==> src/rtl/riscv_pkg.sv <==
// Shared constants, source IDs and the register-mask helper used by the writeback
// scheduler and its arbiter.
package riscv_pkg;

  localparam int XLEN  = 32;
  localparam int AW    = 5;
  localparam int NREGS = 32;

  localparam int SRC_ALU = 0;
  localparam int SRC_LSU = 1;
  localparam int SRC_MDU = 2;

  // One-hot mask for a register; x0 maps to an empty mask so it never reads busy.
  function automatic logic [NREGS-1:0] reg_mask(input logic [AW-1:0] r);
    logic [NREGS-1:0] m;
    if (r == {AW{1'b0}}) begin
      m = {NREGS{1'b0}};
    end else begin
      m = {{(NREGS-1){1'b0}}, 1'b1} << r;
    end
    return m;
  endfunction

endpackage

==> src/rtl/riscv_rr_arbiter.sv <==
// Combinational round-robin arbiter: the first requester at or above ptr
// (modulo NUM_SRC) wins.
module riscv_rr_arbiter #(
  parameter int NUM_SRC = 3,
  parameter int PW      = (NUM_SRC > 1) ? $clog2(NUM_SRC) : 1
) (
  input  logic [NUM_SRC-1:0] req,
  input  logic [PW-1:0]      ptr,
  output logic [NUM_SRC-1:0] grant,
  output logic [PW-1:0]      idx,
  output logic               valid
);

  // Rotate the search start to ptr and latch onto the first request found.
  always_comb begin
    grant = {NUM_SRC{1'b0}};
    idx   = {PW{1'b0}};
    valid = 1'b0;
    for (int k = 0; k < NUM_SRC; k++) begin
      if (!valid && req[(int'(ptr) + k) % NUM_SRC]) begin
        grant[(int'(ptr) + k) % NUM_SRC] = 1'b1;
        idx   = PW'((int'(ptr) + k) % NUM_SRC);
        valid = 1'b1;
      end else begin
        valid = valid;
      end
    end
  end

endmodule

==> src/rtl/riscv_wb_scheduler.sv <==
// Writeback scheduler: arbitrates execution-unit results onto the single regfile
// write port and tracks outstanding destination registers for issue hazards.
module riscv_wb_scheduler #(
  parameter int NUM_SRC = 3,
  parameter int XLEN    = riscv_pkg::XLEN,
  parameter int AW      = riscv_pkg::AW
) (
  input  logic                    clk,
  input  logic                    rst,
  input  logic                    issue_valid,
  input  logic [AW-1:0]           issue_rs1,
  input  logic [AW-1:0]           issue_rs2,
  input  logic [AW-1:0]           issue_rd,
  input  logic                    issue_rd_we,
  output logic                    issue_stall,
  input  logic [NUM_SRC-1:0]      wb_valid,
  input  logic [NUM_SRC*AW-1:0]   wb_rd,
  input  logic [NUM_SRC*XLEN-1:0] wb_data,
  output logic [NUM_SRC-1:0]      wb_ready,
  output logic                    reg_write_en,
  output logic [AW-1:0]           rd,
  output logic [XLEN-1:0]         data_to_reg,
  output logic [31:0]             busy_vec,
  output logic                    sb_err
);
  import riscv_pkg::*;

  localparam int PW = (NUM_SRC > 1) ? $clog2(NUM_SRC) : 1;

  logic [NREGS-1:0] busy_r;
  logic [NREGS-1:0] busy_next_s;
  logic [PW-1:0]    rr_ptr_r;
  logic [PW-1:0]    rr_ptr_next_s;
  logic             sb_err_r;
  logic             reg_write_en_r;
  logic [AW-1:0]    rd_r;
  logic [XLEN-1:0]  data_r;

  logic [NUM_SRC-1:0] grant_s;
  logic [PW-1:0]      gidx_s;
  logic               hs_s;
  logic [AW-1:0]      g_rd_s;
  logic [XLEN-1:0]    g_data_s;
  logic               g_rd_busy_s;
  logic               issue_acc_s;
  logic               haz_s;

  riscv_rr_arbiter #(.NUM_SRC(NUM_SRC), .PW(PW)) u_arb (
    .req   (wb_valid),
    .ptr   (rr_ptr_r),
    .grant (grant_s),
    .idx   (gidx_s),
    .valid (hs_s)
  );

  assign wb_ready = grant_s;
  assign g_rd_s   = wb_rd[gidx_s*AW +: AW];
  assign g_data_s = wb_data[gidx_s*XLEN +: XLEN];

  // Hazard detection, scoreboard update and round-robin pointer advance.
  always_comb begin
    haz_s = (|(busy_r & reg_mask(issue_rs1))) | (|(busy_r & reg_mask(issue_rs2)))
          | (issue_rd_we & (|(busy_r & reg_mask(issue_rd))));
    issue_stall = issue_valid & haz_s;
    issue_acc_s = issue_valid & ~haz_s & issue_rd_we & (issue_rd != {AW{1'b0}});
    g_rd_busy_s = |(busy_r & reg_mask(g_rd_s));
    busy_next_s = busy_r;
    rr_ptr_next_s = rr_ptr_r;
    if (hs_s) begin
      busy_next_s = busy_next_s & ~reg_mask(g_rd_s);
      if (gidx_s == PW'(NUM_SRC - 1)) begin
        rr_ptr_next_s = {PW{1'b0}};
      end else begin
        rr_ptr_next_s = gidx_s + PW'(1);
      end
    end else begin
      rr_ptr_next_s = rr_ptr_r;
    end
    // An issue to a different rd in the same cycle keeps its set alongside the clear.
    if (issue_acc_s) begin
      busy_next_s = busy_next_s | reg_mask(issue_rd);
    end else begin
      busy_next_s = busy_next_s;
    end
  end

  // State and registered regfile write port.
  always_ff @(posedge clk or posedge rst) begin
    if (rst) begin
      busy_r         <= {NREGS{1'b0}};
      rr_ptr_r       <= {PW{1'b0}};
      sb_err_r       <= 1'b0;
      reg_write_en_r <= 1'b0;
      rd_r           <= {AW{1'b0}};
      data_r         <= {XLEN{1'b0}};
    end else begin
      busy_r   <= busy_next_s;
      rr_ptr_r <= rr_ptr_next_s;
      sb_err_r <= sb_err_r | (hs_s & (g_rd_s != {AW{1'b0}}) & ~g_rd_busy_s);
      if (hs_s) begin
        reg_write_en_r <= (g_rd_s != {AW{1'b0}});
        rd_r           <= g_rd_s;
        data_r         <= g_data_s;
      end else begin
        reg_write_en_r <= 1'b0;
        rd_r           <= {AW{1'b0}};
        data_r         <= {XLEN{1'b0}};
      end
    end
  end

  assign busy_vec     = busy_r;
  assign sb_err       = sb_err_r;
  assign reg_write_en = reg_write_en_r;
  assign rd           = rd_r;
  assign data_to_reg  = data_r;

endmodule

==> config.mk <==
export PLATFORM = sky130hd
export DESIGN_NAME = riscv_wb_scheduler
export DESIGN_NICKNAME = d
export VERILOG_FILES = /design/src/rtl/riscv_pkg.sv /design/src/rtl/riscv_rr_arbiter.sv /design/src/rtl/riscv_wb_scheduler.sv
export SDC_FILE = /design/constraint.sdc
export NUM_CORES = 1
export LEC_CHECK = 0
export ABC_AREA = 1
export BUFFER_PORTS_ARGS = -buffer_cell sky130_fd_sc_hd__buf_4
export CAP_MARGIN = 10
export CORE_MARGIN = 2
export CORE_UTILIZATION = 51
export CTS_CLUSTER_DIAMETER = 150
export DETAILED_ROUTE_END_ITERATION = 6
export PLACE_DENSITY = 0.82
export SLEW_MARGIN = 10
export SYNTH_ARGS = -nofsm -noshare
export SYNTH_HDL_FRONTEND = slang
export SYNTH_SLANG_ARGS = --single-unit
==> constraint.sdc <==
create_clock -name clk -period 2.8 [get_ports clk]
set_input_delay 0.56 -clock clk [delete_from_list [all_inputs] [get_ports clk]]
set_output_delay 0.56 -clock clk [all_outputs]
set_load 0.01 [all_outputs]
**After elaboration in Yosys (flattened, before gate mapping)**

Index checks and enable logic that the tools add are counted.

- Div/mod/pow operators: 3
- Add/subtract/negate cells: 3
- Shifts and indexed selects: 6
- Multiply operators: 1
- Order comparisons: 6
- Multiplexer cells: 36
- Reductions and logical operators: 17
- Eq/ne operators: 1
- Bitwise operators: 21

Operator list:

| cell | number |
|---|---|
| $mux W32 | 9 |
| $and A32 B32 Y32 | 5 |
| $reduce_or A32 Y1 | 4 |
| $shl A1 B5 Y32 const A | 4 |
| $ge A32 B1 Y1 const B | 3 |
| $lt A32 B4 Y1 const B | 3 |
| $shiftx A96 B8 Y32 | 1 |
| $mod A32 B3 Y32 const B | 2 |
| $mod A3 B3 Y32 const B | 1 |
| $not A32 Y32 | 1 |
| $or A32 B32 Y32 | 1 |
| $logic_not A5 Y1 | 4 |
| $shiftx A15 B6 Y5 | 1 |
| $mux W1 | 13 |
| $reduce_bool A5 Y1 | 2 |
| $mux W3 | 3 |
| $mux W2 | 4 |
| $and A1 B1 Y1 | 7 |
| $bmux W1 S2 | 3 |
| $demux W1 S2 | 3 |
| $or A3 B3 Y3 | 2 |
| $logic_and A1 B1 Y1 | 5 |
| $mul A2 B3 Y5 const B | 1 |
| $mux W5 | 1 |
| 7 further kinds | 11 |

- Bits of input ports: 133
- Flip-flop bits (word level): 73
- Output and inout port bits: 75

**Longest topological paths before layout**

Gate-level depths: netlist of the first run.

- Depth after elaboration: 21
- Gate-level depth with buffers: 27

**By module**

A second synthesis of the first run with hierarchy kept.

- Cell total of the unflattened synthesis: 899
- Area total of the unflattened synthesis: 5586.6 um^2

By module, submodules not included:

| module | area an instance (um^2) | seq. area each (um^2) | cells an instance | instances |
|---|---|---|---|---|
| riscv_wb_scheduler | 5266.3 | 1826.8 | 838 | 1 |
| riscv_rr_arbiter | 320.3 | 0.0 | 61 | 1 |

**Worst setup path before layout of the first run**

OpenSTA, ideal clock, no wires.

- Kind: input to output
- From: input issue_rs2[2]
- To: output issue_stall
- Arrival time: 2.013 ns
- Path buffers: 1
- Stages on the path: 10
- Slack: 0.227 ns
- Cell sequence: clkbuf_1 inv_1 nor3_1 nand2_1 o211a_1 nand3_1 nor4_1 mux2i_1 nor2_1 a21boi_0

- Word-level cells in the longest chain between the ends: 7

RTL lines:

| what | RTL line | source |
|---|---|---|
| start: declaration | riscv_wb_scheduler.sv:12 | `input logic [AW-1:0] issue_rs2,` |
| $logic_not A5 Y1 or $shl A1 B5 Y32 (tied branches) | riscv_pkg.sv:16, riscv_pkg.sv:19 |  |
| $mux W32 (*) | riscv_pkg.sv:16 | `if (r == {AW{1'b0}}) begin` |
| $and A32 B32 Y32 (*) | riscv_wb_scheduler.sv:62 | `haz_s = (\|(busy_r & reg_mask(issue_rs1))) \| (\|(busy_r & reg_mask(issue_rs2)))` |
| $reduce_or A32 Y1 (*) | riscv_wb_scheduler.sv:62 |  |
| $or A1 B1 Y1 (*) | riscv_wb_scheduler.sv:62 |  |
| $or A1 B1 Y1 (*) | riscv_wb_scheduler.sv:63 | `\| (issue_rd_we & (\|(busy_r & reg_mask(issue_rd))));` |
| $and A1 B1 Y1 (*) | riscv_wb_scheduler.sv:64 | `issue_stall = issue_valid & haz_s;` |
| end: declaration | riscv_wb_scheduler.sv:15 | `output logic issue_stall,` |

Every way passes the cells marked *; elsewhere a longest branch is shown, timed or not.

**Worst setup path after layout of the first run**

- From: register rr_ptr_r[1]
- To: register sb_err_r (netlist: sb_err)

- Word-level cells in the longest chain between the ends: 20

RTL lines:

| what | RTL line | source |
|---|---|---|
| start: declaration | riscv_wb_scheduler.sv:32 | `logic [PW-1:0] rr_ptr_r;` |
| start signal: assignment | riscv_wb_scheduler.sv:91 | `rr_ptr_r <= {PW{1'b0}};` |
| start signal: assignment | riscv_wb_scheduler.sv:98 | `rr_ptr_r <= rr_ptr_next_s;` |
| parallel branches: the longest is 18 deep, another holds $mod A32 B3 Y32 | -- |  |
| $and A1 B1 Y1 (*) | riscv_wb_scheduler.sv:99 | `sb_err_r <= sb_err_r \| (hs_s & (g_rd_s != {AW{1'b0}}) & ~g_rd_busy_s);` |
| $or A1 B1 Y1 (*) | riscv_wb_scheduler.sv:99 |  |
| end signal: assignment | riscv_wb_scheduler.sv:99 |  |
| end: declaration | riscv_wb_scheduler.sv:34 | `logic sb_err_r;` |

Mark *: on every way between the ends. The select of a mux whose other input is x is not followed.
A chain may end at the register's enable or synchronous reset.

==> results of run 1 <==
-- worst max path at each step --
stage | from | end | slack (ps) | depth (start not counted)
2_1_floorplan | issue_rs2[2] | issue_stall | 230 | 10
3_3_place_gp | rr_ptr_r[0] | busy_vec[8] | -140 | 14
3_5_place_dp | rr_ptr_r[0] | busy_vec[8] | -110 | 15
4_1_cts | issue_rs1[1] | issue_stall | 10 | 12
5_1_grt | rr_ptr_r[1] | sb_err | -150 | 19
6_report | rr_ptr_r[1] | sb_err | -40 | 19
-- placed cells by master, fill, tap and decap left out, drive strengths merged, types with 9 or more instances in the layout --
cell | netlist | layout
o21ai | 33 | 33
nand4 | 31 | 31
nor4 | 9 | 9
buf | 21 | 268
nand2 | 211 | 211
nand3 | 76 | 76
o41ai | 32 | 32
nor2 | 106 | 106
inv | 83 | 80
dfrtp | 73 | 73
nor3 | 30 | 30
o22ai | 14 | 14
clkbuf | 28 | 10
a21oi | 33 | 33
-- power by group --
part | leakage, nW | internal, mW | switching (mW) | total [mW]
logic | 2.97 | 3.68 | 5.82 | 9.50
registers | 0.907 | 1.60 | 0.528 | 2.13
clock network | 0.107 | 0.506 | 0.436 | 0.942
-- cells in the mapped netlist, drive strengths merged --
| cell | n |
|---|---|
| a21boi | 1 |
| a21o | 1 |
| a21oi | 33 |
| a221oi | 6 |
| a22o | 2 |
| a22oi | 1 |
| a31o | 1 |
| a31oi | 4 |
| and3 | 1 |
| buf | 21 |
| clkbuf | 28 |
| dfrtp | 73 |
| ha | 4 |
| inv | 83 |
| mux2i | 1 |
| nand2 | 211 |
| nand3 | 76 |
| nand3b | 1 |
| nand4 | 31 |
| nor2 | 106 |
| nor3 | 30 |
| nor4 | 9 |
| o2111ai | 1 |
| o211a | 1 |
| o211ai | 1 |
| o21ai | 33 |
| o221ai | 3 |
| o22ai | 14 |
| o2bb2ai | 1 |
| o311ai | 2 |
| o31ai | 2 |
| o41ai | 32 |
-- routing by layer --
metal	vias to the layer above	wire length [microns]	track usage [%]
li1	3244	-	-
met1	3254	8570	47.5
met5	-	0	0
met2	516	10500	59.4
met4	0	923	15.2
met3	83	2540	8.79
-- stage by stage --
step | util (%) | cell area, sq um | setup WS, ps | TNS [ps] | instances
global route | 75.2 | 8080 | -152 | -664 | 1189
CTS | 71.6 | 7690 | 10.0 | 0 | 1173
finish | 75.2 | 8080 | -35.1 | -35.1 | 1189
global placement | 69.1 | 7430 | -139 | -139 | 1154
detailed placement | 69.1 | 7430 | -107 | -266 | 1154
floorplan | - | 5580 | 227 | 0 | 814
-- worst register-to-register path: stages, from the launching register on --
cell	delay, ps
dfrtp_1	400
buf_4	150
ha_4	240
nand3_2	100
inv_2	50
a21oi_4	190
nand4_1	170
nand2_2	170
clkinv_4	120
nand3_2	130
nand2_4	120
nor2_8	190
buf_4	150
nand4_1	120
nand2_1	120
nor2_1	50
nand2_1	70
o21ai_2	60
nand2_1	60
nand2_1	50
-- cell families after synthesis --
logic type	count (synthesis)	synth area share (%)
simple gates	465	39.3
compound gates	139	16.7
buf+inv	132	10.2
flops	73	32.7
fa+ha+maj	4	0.896
mux	1	0.179
-- area by class of cell --
type / count / area share [%]
multi-input cells: 609 / 42.5
inverters: 83 / 4.24
clock buffers: 10 / 1.58
well taps: 140 / 2.17
clock inverters: 6 / 1.12
repair buffers: 268 / 25.8
flip-flops and latches: 73 / 22.6
-- repair_timing --
action | 4_1_cts | 5_1_grt
pin swaps | 1 | 23
gates resized for setup | 6 | 69
buffers inserted | 3 | 16
hold endpoints to repair | 0 | 0
setup endpoints to repair | 13 | 33
==> results_dict.tcl, run 1 <==
set metrics [dict create \
    outcome "finished with violations" \
    failed_checks "negative setup slack" \
    vdd_drop_max_mv 0.952 \
    hold_class "primary input to async pin" \
    path_clk_slew_ps 90 \
    ys_seq_area_share_pct 32.7 \
    track_usage_pct 36.8 \
    grt_setup_unrepaired "true" \
    slew_violations 0 \
    core-area_sq_mm 0.0107 \
    reg2reg_depth 19 \
    startpoint_type "register" \
    port-buffer-count 207 \
    crit_type "register to register" \
    place_congestion 1.03 \
    cts.sinks 73 \
    hpwlAfterDp_microns 16600 \
    ys_types 47 \
    maxCapViolations 0 \
    crit_path_end_kind "register" \
    syn_avg_cell_area_sq_um 6.86 \
    cp_max_fo 9 \
    max_freq_ghz 0.353 \
    area_delta_synth_final_pct 44.7 \
    diodes 0 \
    yosys-top-cells-area "dfrtp_1 33%, nand2_1 13%, nor2_1 6.6%, nand3_1 5.7%, inv_1 5.0%" \
    start_util_pct 52.0 \
    row_count 38 \
    post-route-period-util_pct 101 \
    num-fill-cells 897 \
    grt_pass1_wl_microns 33100 \
    path_delay_family "simple AND/OR/NAND/NOR gates" \
    antenna_found_initial 0 \
    setup_viol 1 \
    ys_ff_latch 73 \
    wire_per_inst_microns 18.9 \
    grt_pass1_vias 6349 \
    ys_warn_count 0 \
    drt-total-wl_microns 22500 \
    dieHeight_microns 109 \
    syn_inst 814 \
    grt_overflow 0 \
    period_needed_ps 2840 \
    crit_required_ps 3040 \
    cts_tree "built" \
    antenna_left 0 \
    power_density_mw_per_mm2 1560 \
    rr_startpoint "rr_ptr_r[1]" \
    multiInputGateArea_sq_mm 0.00343 \
    slowest_delay_ps 400 \
    die-area_sq_mm 0.0118 \
    drt_first_pass_iters 7 \
    syn_area_sq_mm 0.00558 \
    slowest_stage "dfrtp_1" \
    whs_ps 64.1 \
    insertion_delay_ps 350 \
    io_pins 208 \
    finClkSkew_ps 13.8 \
    slew_headroom_pct 67.0 \
    syn_nets 951 \
    drive_gt1_share_pct 36.3 \
    vias 7097 \
    routed_via_density 5.97 \
    worst_slew_pin_slew_ps 488 \
    cts_htree_levels 3 \
    cts_inserted_buffers 9 \
    clockBufferDepth 2 \
    drt_iter0_drc 795 \
    p_leak_nw 3.99 \
    synth_top_area_cell "dfrtp_1" \
    nets 1181 \
    hold_violations 0 \
    finalPower_mw 12.6 \
    hold_buffers 0 \
    worst_slack_ps -35.1 \
    path_buf_inv 4 \
    reg2reg_to "sb_err" \
    path_cells "buf_4, ha_4, nand3_2, inv_2, a21oi_4, nand4_1, nand2_2, clkinv_4, nand3_2, nand2_4, nor2_8, buf_4, nand4_1, nand2_1, nor2_1, nand2_1, o21ai_2, nand2_1, nand2_1" \
    path_common_cell "nand2_1" \
    worstPathArrival_ps 3070 \
    r2r_slack_ps -40 \
    fp.dieW_microns 109 \
    grt_max_degree 42 \
    clock_tree.root_cell "clkbuf_8" \
    yosysTopAreaCellShare_pct 32.7 \
    seqCellArea_sq_mm 0.00183 \
    drc 0 \
]
No activity file was read; power rests on OpenSTA's default activity.
==> run 2: changes to the inputs <==
--- a/config.mk
+++ b/config.mk
@@ -9,10 +9,10 @@
 export BUFFER_PORTS_ARGS = -buffer_cell sky130_fd_sc_hd__buf_4
 export CAP_MARGIN = 10
 export CORE_MARGIN = 2
-export CORE_UTILIZATION = 51
+export CORE_UTILIZATION = 49
 export CTS_CLUSTER_DIAMETER = 150
 export DETAILED_ROUTE_END_ITERATION = 6
-export PLACE_DENSITY = 0.82
+export PLACE_DENSITY = 0.8
 export SLEW_MARGIN = 10
 export SYNTH_ARGS = -nofsm -noshare
 export SYNTH_HDL_FRONTEND = slang
==> results_dict.tcl, run 2 (same netlist as run 1, synthesis figures left out) <==
set metrics [dict create \
    grt_pass1_vias 6735 \
    max_freq_ghz 0.349 \
    crit_path_end_kind "register" \
    final_cell_mix "270 x buf_4, 180 x nand2_1, 93 x nor2_1, 73 x dfrtp_1, 64 x inv_1" \
    cts_htree_levels 3 \
    core-area_sq_mm 0.0110 \
    cts_tree "built" \
    drt_iter0_drc 978 \
    crit_type "register to register" \
    fp.dieW_microns 111 \
    grt_overflow 0 \
    diodes 0 \
    r2r_slack_ps -60 \
    vdd_drop_max_mv 1.04 \
    setup_viol 1 \
    reg2reg_depth 24 \
    p_leak_nw 4.11 \
    drc 1 \
    start_util_pct 50.8 \
    drt-total-wl_microns 23300 \
    grt_pass1_wl_microns 35000 \
    area_delta_synth_final_pct 47.9 \
    path_clk_slew_ps 60 \
    clock_tree.root_cell "clkbuf_16" \
    antenna_found_initial 0 \
    power_density_mw_per_mm2 1590 \
    rr_startpoint "rr_ptr_r[1]" \
    final_common_cell "buf_4" \
    failed_checks "design-rule violations, negative setup slack" \
    track_usage_pct 35.9 \
    cts.sinks 73 \
    reg2reg_to "sb_err" \
    grt_max_degree 74 \
    finClkSkew_ps 6.28 \
    worst_slack_ps -63.3 \
    crit_required_ps 3030 \
    finalPower_mw 13.1 \
    nets 1195 \
    grt_setup_unrepaired "true" \
    place_congestion 1.08 \
    dp_cells 1172 \
    worst_slew_pin_slew_ps 462 \
    drive_gt1_share_pct 37.0 \
    critPathLaunch "rr_ptr_r[1]" \
    routed_via_density 5.97 \
    insertion_delay_ps 340 \
    cts_inserted_buffers 9 \
    startpoint_type "register" \
    post-route-period-util_pct 102 \
    wire_per_inst_microns 19.4 \
    drt_first_pass_iters 7 \
    outcome "finished with violations" \
    antenna_left 0 \
    clockBufferDepth 2 \
    period_needed_ps 2860 \
    slew_violations 0 \
    slew_headroom_pct 68.8 \
    hold_buffers 0 \
    die-area_sq_mm 0.0123 \
    vias 7176 \
    io_pins 208 \
    hold_class "primary input to async pin" \
    dieHeight_microns 111 \
    hpwlAfterDp_microns 17000 \
    row_count 38 \
    final_cells 1203 \
    maxCapViolations 0 \
    worstPathArrival_ps 3100 \
    port-buffer-count 207 \
    cp_max_fo 6 \
    hold_violations 0 \
]
-- run 2: cell count changes in the layout (fill, tap and decap cells not counted), moves of 3 or more --
cell / previous run / this run
clkbuf_8: 9 / 0
inv_2: 10 / 13
nand2_8: 3 / 0
clkinvlp_4: 4 / 1
nand2_4: 8 / 14
clkbuf_16: 0 / 10
nor3_2: 8 / 4
nand2_1: 184 / 180
buf_4: 259 / 270
nor3_1: 22 / 26
-- run 2: routing by layer --
metal	vias up	share of wire, %	wire length, microns	track usage [%]
li1	3273	-	-	-
met3	102	12	2760	11.8
met2	486	46	10700	55.5
met5	-	0	0	0
met4	0	5.2	1220	17.9
met1	3315	37	8680	45.0
-- run 2: worst max path at each step --
stage                        end  slack [ps]
floorplan            issue_stall         230
global placement     busy_vec[8]        -100
finish                    sb_err         -60
detailed placement   busy_vec[8]        -130
global route              sb_err        -210
CTS                 busy_vec[11]          20
-- run 2: timing repair --
item / in CTS / in global routing
resized for setup: 8 / 63
setup endpoints to repair: 5 / 24
buffers inserted: 0 / 13
pin swaps: 0 / 25
cloned: 0 / 2
-- run 2: power breakdown --
part / internal (mW) / leakage [nW] / total (mW) / switching [mW]
Sequential: 1.60 / 0.908 / 2.09 / 0.485
Clock: 0.690 / 0.149 / 1.17 / 0.479
Combinational: 3.77 / 3.05 / 9.85 / 6.08
Total: 6.06 / 4.11 / 13.1 / 7.04
-- run 2: final cells by class --
class	instances	area [sq um]
fill	873	2730
multi-input combinational	610	3410
inverter	83	333
tap	140	175
clock buffer	9	225
sequential	73	1830
timing repair buffer	281	2220
clock inverter	7	71.3
-- run 2: worst max-delay path, stage by stage (launching register included) --
cell	delay [ps]
dfrtp_1	430
inv_2	110
ha_4	180
inv_4	60
nand2_4	80
nand2_4	60
a21oi_4	200
nand3_4	120
buf_6	140
o21ai_4	170
inv_4	80
nand2_2	100
nand2_2	80
nand2_4	100
nand2_4	70
nor2_4	140
nand2_2	70
nor2_2	120
nand2_1	60
nand2_1	90
nor2_2	40
nand2_1	80
nor2_1	60
nand2_1	50
nand2_1	40
-- run 2: per-stage QoR --
| stage | setup slack [ps] | hold WS (ps) | instance area (sq um) | setup TNS [ps] | util [%] |
|---|---|---|---|---|---|
| after CTS | 22.7 | 323 | 7910 | 0 | 72.0 |
| final | -63.3 | 307 | 8260 | -63.3 | 75.2 |
| after global placement | -97.1 | 370 | 7590 | -142 | 69.1 |
| after global routing | -208 | 346 | 8260 | -1280 | 75.2 |
| after detailed placement | -130 | 370 | 7590 | -225 | 69.1 |
| after floorplan | 227 | 494 | 5580 | 0 | - |
